===== src/rtl/array_pkg.sv =====
// Shared types and default geometry for the array stream reader.
// Optional build macro used by this slice: ARRAY_READER_COL_MAJOR_EN.
package array_pkg;

   localparam int DEF_DATA_W = 8;
   localparam int DEF_ROWS   = 4;
   localparam int DEF_COLS   = 4;

   typedef enum logic {
      IDLE   = 1'b0,
      STREAM = 1'b1
   } state_e;

endpackage


===== src/rtl/array_index_ctr.sv =====
// Wrapping row/column index counter with a final-element flag.
// Build macro: ARRAY_READER_COL_MAJOR_EN selects column-major order (default row-major).
module array_index_ctr #(
   parameter int ROWS = 4,
   parameter int COLS = 4
) (
   input  logic                      clk,
   input  logic                      rst,
   input  logic                      clear,
   input  logic                      advance,
   output logic [$clog2(ROWS)-1:0]   row,
   output logic [$clog2(COLS)-1:0]   col,
   output logic                      last
);

   localparam int ROW_W = $clog2(ROWS);
   localparam int COL_W = $clog2(COLS);
   localparam logic [ROW_W-1:0] ROW_MAX = ROW_W'(ROWS - 1);
   localparam logic [COL_W-1:0] COL_MAX = COL_W'(COLS - 1);

   logic row_at_max;
   logic col_at_max;

   assign row_at_max = (row == ROW_MAX);
   assign col_at_max = (col == COL_MAX);

   // The final element is always [ROWS-1][COLS-1], whichever order is built.
   assign last = row_at_max && col_at_max;

   always_ff @(posedge clk) begin
      if (rst || clear) begin
         row <= '0;
         col <= '0;
      end else if (advance) begin
`ifdef ARRAY_READER_COL_MAJOR_EN
         if (row_at_max) begin
            row <= '0;
            col <= col_at_max ? '0 : col + 1'b1;
         end else begin
            row <= row + 1'b1;
         end
`else
         if (col_at_max) begin
            col <= '0;
            row <= row_at_max ? '0 : row + 1'b1;
         end else begin
            col <= col + 1'b1;
         end
`endif
      end
   end

endmodule


===== src/rtl/array_stream_reader.sv =====
// Captures a 2-D array in one cycle and streams its elements out one per transfer.
// Build macro: ARRAY_READER_COL_MAJOR_EN switches readout to column-major order.
module array_stream_reader
   import array_pkg::*;
#(
   parameter int DATA_W = DEF_DATA_W,
   parameter int ROWS   = DEF_ROWS,
   parameter int COLS   = DEF_COLS
) (
   input  logic                      clk,
   input  logic                      rst,
   input  logic                      load_valid,
   output logic                      load_ready,
   input  logic [DATA_W-1:0]         in_array [ROWS-1:0][COLS-1:0],
   input  logic                      flush,
   output logic                      out_valid,
   input  logic                      out_ready,
   output logic [DATA_W-1:0]         out_data,
   output logic [$clog2(ROWS)-1:0]   out_row,
   output logic [$clog2(COLS)-1:0]   out_col,
   output logic                      out_last
);

   logic [DATA_W-1:0] mem [ROWS-1:0][COLS-1:0];

   state_e state;
   state_e state_next;

   logic load_fire;
   logic xfer;
   logic ctr_clear;
   logic ctr_advance;
   logic at_last;

   // Flush wins over everything except reset, including a load offered in the same cycle.
   assign load_fire   = load_valid && (state == IDLE) && !flush;
   assign xfer        = out_valid && out_ready;
   assign ctr_advance = xfer && !flush;
   assign ctr_clear   = flush || load_fire;

   assign load_ready = (state == IDLE);
   assign out_valid  = (state == STREAM);
   assign out_last   = out_valid && at_last;
   assign out_data   = out_valid ? mem[out_row][out_col] : '0;

   array_index_ctr #(
      .ROWS (ROWS),
      .COLS (COLS)
   ) u_index_ctr (
      .clk     (clk),
      .rst     (rst),
      .clear   (ctr_clear),
      .advance (ctr_advance),
      .row     (out_row),
      .col     (out_col),
      .last    (at_last)
   );

   always_ff @(posedge clk) begin
      if (rst) begin
         state <= IDLE;
      end else begin
         state <= state_next;
      end
   end

   always_comb begin
      state_next = state;
      case (state)
         IDLE: begin
            if (load_fire) begin
               state_next = STREAM;
            end
         end
         STREAM: begin
            if (flush) begin
               state_next = IDLE;
            end else if (xfer && at_last) begin
               state_next = IDLE;
            end
         end
         default: state_next = IDLE;
      endcase
   end

   // Storage only changes on reset or an accepted load, so a stream is never disturbed.
   always_ff @(posedge clk) begin
      if (rst) begin
         for (int r = 0; r < ROWS; r++) begin
            for (int c = 0; c < COLS; c++) begin
               mem[r][c] <= '0;
            end
         end
      end else if (load_fire) begin
         for (int r = 0; r < ROWS; r++) begin
            for (int c = 0; c < COLS; c++) begin
               mem[r][c] <= in_array[r][c];
            end
         end
      end
   end

endmodule

===== config.mk =====
export PLATFORM = sky130hd
export DESIGN_NAME = array_stream_reader
export DESIGN_NICKNAME = d
export VERILOG_FILES = /design/src/rtl/array_pkg.sv /design/src/rtl/array_index_ctr.sv /design/src/rtl/array_stream_reader.sv
export SDC_FILE = /design/constraint.sdc
export NUM_CORES = 1
export LEC_CHECK = 0
export CAP_MARGIN = 5
export CORE_ASPECT_RATIO = 0.7
export CORE_MARGIN = 5
export CORE_UTILIZATION = 45
export DETAILED_ROUTE_END_ITERATION = 8
export PLACE_DENSITY_LB_ADDON = 0.1
export SYNTH_ARGS = -nofsm -noshare
export SYNTH_HDL_FRONTEND = slang
export SYNTH_SLANG_ARGS = --single-unit

===== constraint.sdc =====
create_clock -name clk -period 8.95 [get_ports clk]
set_clock_uncertainty 0.1 [all_clocks]
set_input_delay 2.685 -clock clk [delete_from_list [all_inputs] [get_ports clk]]
set_output_delay 2.685 -clock clk [all_outputs]
set_load 0.005 [all_outputs]

## Word level (Yosys, flattened, before mapping)

Memories as Yosys holds them, arrays and structs flattened. A register that Yosys moved wholly into a read port is not among the register bits.
Cells that the tools add are included.

- Register bits: 5
- RAM bits: 128
- Memories: 1
- Bits of input ports: 133

Memory list:

| memory | depth | width | rd ports | clocked after memory_dff | wr ports | line | source |
|---|---|---|---|---|---|---|---|
| mem | 4 | 32 | 1 | 1 | 4 | array_stream_reader.sv:24 | `logic [DATA_W-1:0] mem [ROWS-1:0][COLS-1:0];` |

- Bitwise gates (word level): 17
- Equal/unequal tests: 2
- $lt $le $gt $ge: 1
- Reductions and logical operators: 11
- Add/subtract/negate cells: 2
- Muxes and demuxes: 31

Operators with widths:

| operator | count |
|---|---|
| $mux 8 | 18 |
| $bmux 8 s2 | 1 |
| $or 1x1->1 | 16 |
| $mux 2 | 4 |
| $logic_and 1x1->1 | 7 |
| $mux 1 | 7 |
| $add 2x1->2 const B | 2 |
| $eq 2x2->1 const B | 2 |
| $lt 2x3->1 const B | 1 |
| $logic_or 1x1->1 | 2 |
| $pmux 1 s2 | 1 |
| $reduce_and 2->1 | 1 |
| $logic_not 1->1 | 1 |
| $not 1->1 | 1 |

## Depth between registers and ports, before layout

Gate-level depths: netlist of the first run.

- Depth after elaboration: 7
- Depth in mapped cells: 7
- Gate-level depth less buffers: 4

## Hierarchy

A second synthesis of the first run with hierarchy kept.

- Cell total of the unflattened synthesis: 399
- Area, all modules: 6085.8 um^2

By module, submodules not included:

| module | times used | cells an instance | area an instance (um^2) |
|---|---|---|---|
| array_stream_reader | 1 | 380 | 5884.4 |
| array_index_ctr | 1 | 19 | 201.4 |

## Least setup slack after synthesis of the first run

Ideal clock, no wire load.

- Path type: input to register
- Start point: in load_valid
- End point: mem mem[0][0] (netlist name), enable pin
- Arrival time: 8672 ps
- Setup slack: -465 ps
- Path buffers: 0
- Stages: 2
- Cells stage by stage: nand2_1 > o21bai_1

RTL lines:

| what | line | source |
|---|---|---|
| from (decl) | array_stream_reader.sv:12 | `input logic load_valid,` |
| to (decl) | array_stream_reader.sv:24 |  |

==> results.md, run 1 <==
* Congestion Overflow GR at 0
* Mapped Area at 0.006146 sq mm
* Yosys warnings at 0
* Nets at 695
* CTS H-tree lvls at 4
* Fraction of layout cells with a size suffix above 1 at 7.679%
* Largest delay contributor family on the critical path: simple AND/OR/NAND/NOR gates
* CP Capture Type: output port
* WHS at 0.4135 ns
* Largest net degree at the start of global routing at 129
* Setup_tns at 0 ns
* CP Class: register to output port
* Die Ht at 107.8 microns
* Drt via density at 4.910
* #FFs+latches synth at 135
* Met2 WL post-DR at 6.115 mm
* RD Place Congestion at 0.7715
* RSZ-0062 raised after global routing: false
* Hold Vio Cnt, Final at 0
* Leakage at 3.024 nW
* Top layer in use: met4
* Resized Gates After CTS at 0
* Metal3 WL at 981 microns
* Reg power frac at 46.2%
* Setup Buffers After CTS at 0
* Reg2reg setup slack at 6.28 ns
* Logic gate share of total power at 7.2%
* Largest stage delay, worst path at 0.88 ns
* MaxCap Viol Count at 0
* DRT met1 WL at 6.229 mm
* Share of the synthesized area in the top cell type at 62.54%
* Switching Fraction at 19.27%
* Routed WL at 13.47 mm
* Sequential fraction of the synthesis area at 64.82%
* Routed WL per cell at 17.77 microns
* Rows at 35
* Drt pass-1 iters at 4
* Startpoint Class: register
* CTS Root Cell: clkbuf_16
* Fill cells at 1003
* Mapped Avg Cell Area at 14.74 sq um
* Status: complete, no violations
* Async SR Flop Fraction at 0%
* Area contributors post-synth: edfxtp_1 (63%), and2_1 (13%), mux2i_1 (6.2%)
* DIE AREA at 0.01613 sq mm
* IO Pins at 148
* Core ar. at 0.01327 sq mm
* Number of enable flip-flop cells after synthesis at 128
* Width of the die at 149.7 microns
* Min Tclk post-route at 5.858 ns
* Top FF cell, synth: edfxtp_1
* First-pass GRT wire length at 20.91 mm
* Clock power frac at 46.6%
* P&R area growth vs syn at 36.05%
* Power per cell area at 193.3 mW/mm^2
* Initial core utilization at 46.32%
* Slowest CP cell: nor2b_1
* Worst Path Max Fanout at 17
* Clock sinks at 135
* Clock Latency Late Sink at 0.40 ns
* Cell count after synthesis at 417
* ANT nets after route at 0
* Crit Reg-Reg Endpoint: mem[0][27]$_SDFFCE_PN0P_
* Post-Syn Nets at 552
* Port Buffers at 147
* CTS tree: yes
* Most common cell in the netlist: and2_1
* Antenna violations before repair at 0
* Distinct cells, synth at 33
* Arr. time, crit path at 3.07 ns
* Slew headroom at 33.11%
* Number of diodes at 0
* Worst Tran Pin Value at 1.001 ns
* Clock transition at path regs at 0.06 ns
* CP Buf/Inv Count at 1
* HP Class: register to register
* Largest area contributor in the netlist: edfxtp_1
* Hold Startpoint: u_index_ctr.row[0]$_SDFFE_PP0N_
* Final setup viols at 0
* Required time worst endpoint at 6.17 ns
* Final Max Tran Viols at 0
* FF-to-FF Start: out_valid$_SDFF_PP0_
* Cts bufs inserted at 17
* Gr usage total at 17.28%
* Int Pwr at 0.001305 W
* Final HPWL DP at 9.548 mm
* Crit-path cells: nor2b_1 > a221oi_1 > o21ai_1 > nand2_1 > clkdlybuf4s50_1
* Vias at 3722
* Commonest cells post-synth: and2_1 (129), edfxtp_1 (128), mux2i_1 (38)
* Vias in the first global route at 3952
* Sw Pwr at 0.0003114 W
* DR DRC count at 0
* Final period util at 65.45%
* Achievable Freq at 0.1707 GHz
* Hold Crit Depth at 2
* Worst VDD drop at 0.0001136 V
* Deepest clock path buffer count at 2
* Iteration-0 DRC Markers at 148
* R2R depth at 5
* Hold Buf Count CTS at 0
-- state kept, by name, indices dropped and copies added, names as in the netlist, named ones only --
name,cells
mem,128
out_valid,1
u_index_ctr.col,2
u_index_ctr.row,2
-- worst max path at each step --
stage / start / end / slack, ns / cells past startpoint
floorplan: load_valid / mem[0][0]$_SDFFCE_PN0P_ / 2.27 / 2
global placement: register / out_data[2] / 3.62 / 5
detailed placement: register / out_data[4] / 3.52 / 5
CTS: register / out_data[4] / 3.08 / 5
global route: register / out_data[6] / 2.84 / 5
finish: register / out_data[2] / 3.09 / 5
-- stage by stage --
step | cells | setup slack, ns | util (%) | total power (W) | cell area, sq um
after floorplan | 417 | 2.270 | - | 0.0007996 | 6150
after detailed placement | 726 | 3.524 | 58.10 | 0.0008763 | 7709
after CTS | 758 | 3.077 | 63.02 | 0.001629 | 8362
after global routing | 758 | 2.842 | 63.02 | 0.001674 | 8362
after global placement | 726 | 3.620 | 58.10 | 0.0008740 | 7709
final | 758 | 3.092 | 63.02 | 0.001616 | 8362
-- power by group through the flow --
| stage | logic (W) | clock network (W) | registers (W) |
|---|---|---|---|
| 6_report | 0.000116 | 0.000754 | 0.000746 |
| 5_1_grt | 0.000125 | 0.000799 | 0.000750 |
| 4_1_cts | 0.000118 | 0.000764 | 0.000747 |
| 3_5_place_dp | 0.000117 | 0 | 0.000760 |
| 3_3_place_gp | 0.000116 | 0 | 0.000758 |
| 2_1_floorplan | 0.0000405 | 0 | 0.000759 |
-- cells by family (layout without fill, tap and decap cells) --
| logic type | after synthesis | count (layout) | share of synthesized area [%] |
|---|---|---|---|
| compound gates | 40 | 40 | 4.357 |
| mux | 54 | 54 | 11.87 |
| simple gates | 158 | 158 | 15.43 |
| buf+inv | 28 | 184 | 3.115 |
| flops | 135 | 135 | 64.82 |
| fa+ha+maj | 2 | 2 | 0.4071 |
-- cell usage in the layout (no fill, tap or decap), drive strengths merged, types with 6 or more instances in the layout --
master | synthesis | layout
a21oi | 6 | 6
a221oi | 8 | 8
a22oi | 8 | 8
and2 | 129 | 129
clkbuf | 17 | 18
clkdlybuf4s50 | 0 | 147
dfxtp | 7 | 7
edfxtp | 128 | 128
mux2i | 38 | 38
mux4 | 12 | 12
nand2 | 13 | 13
o21ai | 13 | 13
-- tightest hold or removal path, stage by stage, from the launching register on --
cell,delay (ns)
dfxtp_1,0.33
nand2_1,0.07
a21oi_1,0.07
-- per-layer routing --
layer,up-vias,global-route usage (%)
met3,14,6.355
met2,125,26.81
met1,1753,23.24
li1,1830,-
met4,0,4.243
met5,-,0
-- cell type report --
class / count / area [sq um] / share of cell area [%]
sequential: 135 / 3988 / 47.69
multi-input combinational: 254 / 1988 / 23.78
timing repair buffer: 150 / 1494 / 17.87
clock buffer: 18 / 429.2 / 5.132
tap: 185 / 231.5 / 2.768
clock inverter: 14 / 224.0 / 2.678
inverter: 2 / 7.507 / 0.08978
(Power assumes the default switching activity.)
==> run 2: changes to the inputs <==
--- a/config.mk
+++ b/config.mk
@@ -8,7 +8,7 @@
 export CAP_MARGIN = 5
 export CORE_ASPECT_RATIO = 0.7
 export CORE_MARGIN = 5
-export CORE_UTILIZATION = 45
+export CORE_UTILIZATION = 50
 export DETAILED_ROUTE_END_ITERATION = 8
 export PLACE_DENSITY_LB_ADDON = 0.1
 export SYNTH_ARGS = -nofsm -noshare
==> constraint.sdc (replaced) <==
create_clock -name clk -period 5.39 [get_ports clk]
set_clock_uncertainty 0.1 [all_clocks]
set_input_delay 1.617 -clock clk [delete_from_list [all_inputs] [get_ports clk]]
set_output_delay 1.617 -clock clk [all_outputs]
set_load 0.005 [all_outputs]
==> results.md, run 2 (synthesis results as in run 1) <==
* DIE AREA at 0.01464 sq mm (was 0.01613 sq mm)
* Hold Vio Cnt, Final at 0 (unchanged)
* Reg2reg setup slack at 3.30 ns (was 6.28 ns)
* Core ar. at 0.01185 sq mm (was 0.01327 sq mm)
* CP Buf/Inv Count at 1 (unchanged)
* Achievable Freq at 0.2126 GHz
* Hold Buf Count CTS at 0 (unchanged)
* Largest Register: mem (unchanged)
* RSZ-0062 raised after global routing: false (unchanged)
* Cts bufs inserted at 17 (unchanged)
* Slew headroom at 35.98% (was 33.11%)
* RD Place Congestion at 0.8003 (was 0.7715)
* Iteration-0 DRC Markers at 263 (was 148)
* Crit Reg-Reg Endpoint: mem[0][10]$_SDFFCE_PN0P_ (was mem[0][27]$_SDFFCE_PN0P_)
* Final HPWL DP at 9.690 mm (was 9.548 mm)
* Clock transition at path regs at 0.06 ns (about the same)
* R2R depth at 4 (was 5)
* Routed WL per cell at 18.70 microns (was 17.77 microns)
* Max FFs per register at 128 (unchanged)
* Final period util at 87.28%
* Setup_tns at 0 ns (unchanged)
* Worst VDD drop at 0.0002471 V (was 0.0001136 V)
* CP Class: register to output port (unchanged)
* CTS tree: yes (unchanged)
* Most frequent cells in the layout: clkdlybuf4s50_1 (147), and2_1 (129), edfxtp_1 (128) (unchanged)
* Min Tclk post-route at 4.705 ns
* Congestion Overflow GR at 0 (unchanged)
* Worst Path Max Fanout at 17 (unchanged)
* Startpoint Class: register (unchanged)
* Largest net degree at the start of global routing at 129 (unchanged)
* CTS H-tree lvls at 4 (unchanged)
* Hold Startpoint: u_index_ctr.row[0]$_SDFFE_PP0N_ (unchanged)
* Gr usage total at 19.54% (was 17.28%)
* Fraction of layout cells with a size suffix above 1 at 8.014% (was 7.679%)
* Rows at 33 (was 35)
* Largest stage delay, worst path at 0.84 ns (was 0.88 ns)
* Met1 Track Usage GR at 28.00% (was 23.24%)
* Antenna violations before repair at 0 (unchanged)
* Largest regs: mem (128), u_index_ctr.col (2), u_index_ctr.row (2) (unchanged)
* Setup Buffers After CTS at 0 (unchanged)
* DR DRC count at 0 (unchanged)
* Power per cell area at 322.3 mW/mm^2 (was 193.3 mW/mm^2)
* Final setup viols at 0 (unchanged)
* Clock Latency Late Sink at 0.40 ns (about the same)
* IO Pins at 148 (unchanged)
* Crit-path cells: nor2b_1 > a221oi_1 > o21ai_1 > nand2_1 > clkdlybuf4s50_1 (unchanged)
* ANT nets after route at 0 (unchanged)
* FF-to-FF Start: out_valid$_SDFF_PP0_ (unchanged)
* Hold Crit Depth at 2 (unchanged)
* Deepest clock path buffer count at 2 (unchanged)
* Width of the die at 142.5 microns (was 149.7 microns)
* Resized Gates After CTS at 0 (unchanged)
* Slowest CP cell: nor2b_1 (unchanged)
* Initial core utilization at 51.86% (was 46.32%)
* CP Capture Type: output port (unchanged)
* GR Util met2 at 28.35% (was 26.81%)
* Vias at 3812 (was 3722)
* Required time worst endpoint at 3.67 ns (was 6.17 ns)
* Arr. time, crit path at 2.99 ns (was 3.07 ns)
* Status: complete, no violations (unchanged)
* Vias in the first global route at 3957 (was 3952)
* CTS Root Cell: clkbuf_16 (unchanged)
* Number of diodes at 0 (unchanged)
* Routed WL at 13.67 mm (was 13.47 mm)
* Final Max Tran Viols at 0 (unchanged)
* Largest delay contributor family on the critical path: simple AND/OR/NAND/NOR gates (unchanged)
* Clock sinks at 135 (unchanged)
* Leakage at 3.032 nW (was 3.024 nW)
* Nets at 696 (was 695)
* Commonest non-fill, non-tap cell in the layout: clkdlybuf4s50_1 (unchanged)
* P&R area growth vs syn at 35.95% (was 36.05%)
* Die Ht at 102.8 microns (was 107.8 microns)
* First-pass GRT wire length at 21.08 mm (was 20.91 mm)
* Worst Tran Pin Value at 0.9584 ns (was 1.001 ns)
* Fill cells at 766 (was 1003)
* M3 GR Usage at 6.490% (was 6.355%)
* Most Crowded Layer GR: met2 (unchanged)
* Port Buffers at 147 (unchanged)
* HP Class: register to register (unchanged)
* Drt via density at 5.215 (was 4.910)
* Drt pass-1 iters at 4 (unchanged)
* MaxCap Viol Count at 0 (unchanged)
* WHS at 0.4187 ns (was 0.4135 ns)
run 2: changes by cell type in the layout (fill, tap and decap cells not counted), moves of 2 or more:
| cell | change |
|---|---|
| clkinv_4 | -3 |
| buf_12 | +2 |
| clkinvlp_4 | +2 |
| inv_6 | +2 |
run 2: per-layer routing:
metal	vias to the layer above	part of all wire [%]	wire [microns]
met3	13	8.9	1222
met2	149	44	5985
met4	0	1.2	159
li1	1833	-	-
met1	1817	46	6304
met5	-	0	0
run 2: layout make-up:
| class | instances | area [sq um] | share of cell area (%) |
|---|---|---|---|
| Clock buffer | 17 | 425.4 | 5.091 |
| Sequential cell | 135 | 3988 | 47.72 |
| Tap cell | 157 | 196.4 | 2.351 |
| Clock inverter | 15 | 224.0 | 2.680 |
| Multi-Input combinational cell | 254 | 1988 | 23.79 |
| Timing Repair Buffer | 151 | 1526 | 18.27 |
| Inverter | 2 | 7.507 | 0.08985 |
run 2: per-stage QoR:
step | cells | cell area (sq um) | power [W] | util [%] | worst slack (ns)
after floorplan | 417 | 6157 | 0.001325 | - | 1.189
after global placement | 699 | 7706 | 0.001455 | 65.03 | 1.225
after detailed placement | 699 | 7706 | 0.001460 | 65.03 | 1.088
after CTS | 731 | 8356 | 0.002715 | 70.51 | 0.6599
after global routing | 731 | 8356 | 0.002790 | 70.51 | 0.3571
final | 731 | 8356 | 0.002693 | 70.51 | 0.6854
run 2: worst max-delay path by stage:
stage | endpoint | slack (ns) | start | cells after the start
detailed placement | out_data[6] | 1.09 | register | 5
finish | out_data[0] | 0.69 | register | 5
global placement | out_data[4] | 1.23 | register | 5
CTS | out_data[6] | 0.66 | register | 5
floorplan | mem[0][0]$_SDFFCE_PN0P_ | 1.19 | load_valid | 2
global route | out_data[5] | 0.36 | register | 5
run 2: power breakdown:
part / switching [W] / internal (W)
sequential: 0.0000174 / 0.00122
clock: 0.000433 / 0.000823
combinational: 0.0000775 / 0.000122
total: 0.000527 / 0.00217
run 2: worst register-to-register path, delay by kind of cell, from the launching register on:
kind,cells,cell delay (ns)
AOI/OAI and AO/OA,1,0.56
buffers and inverters,2,0.54
DFF,1,0.39
and+or+nand+nor,1,0.15
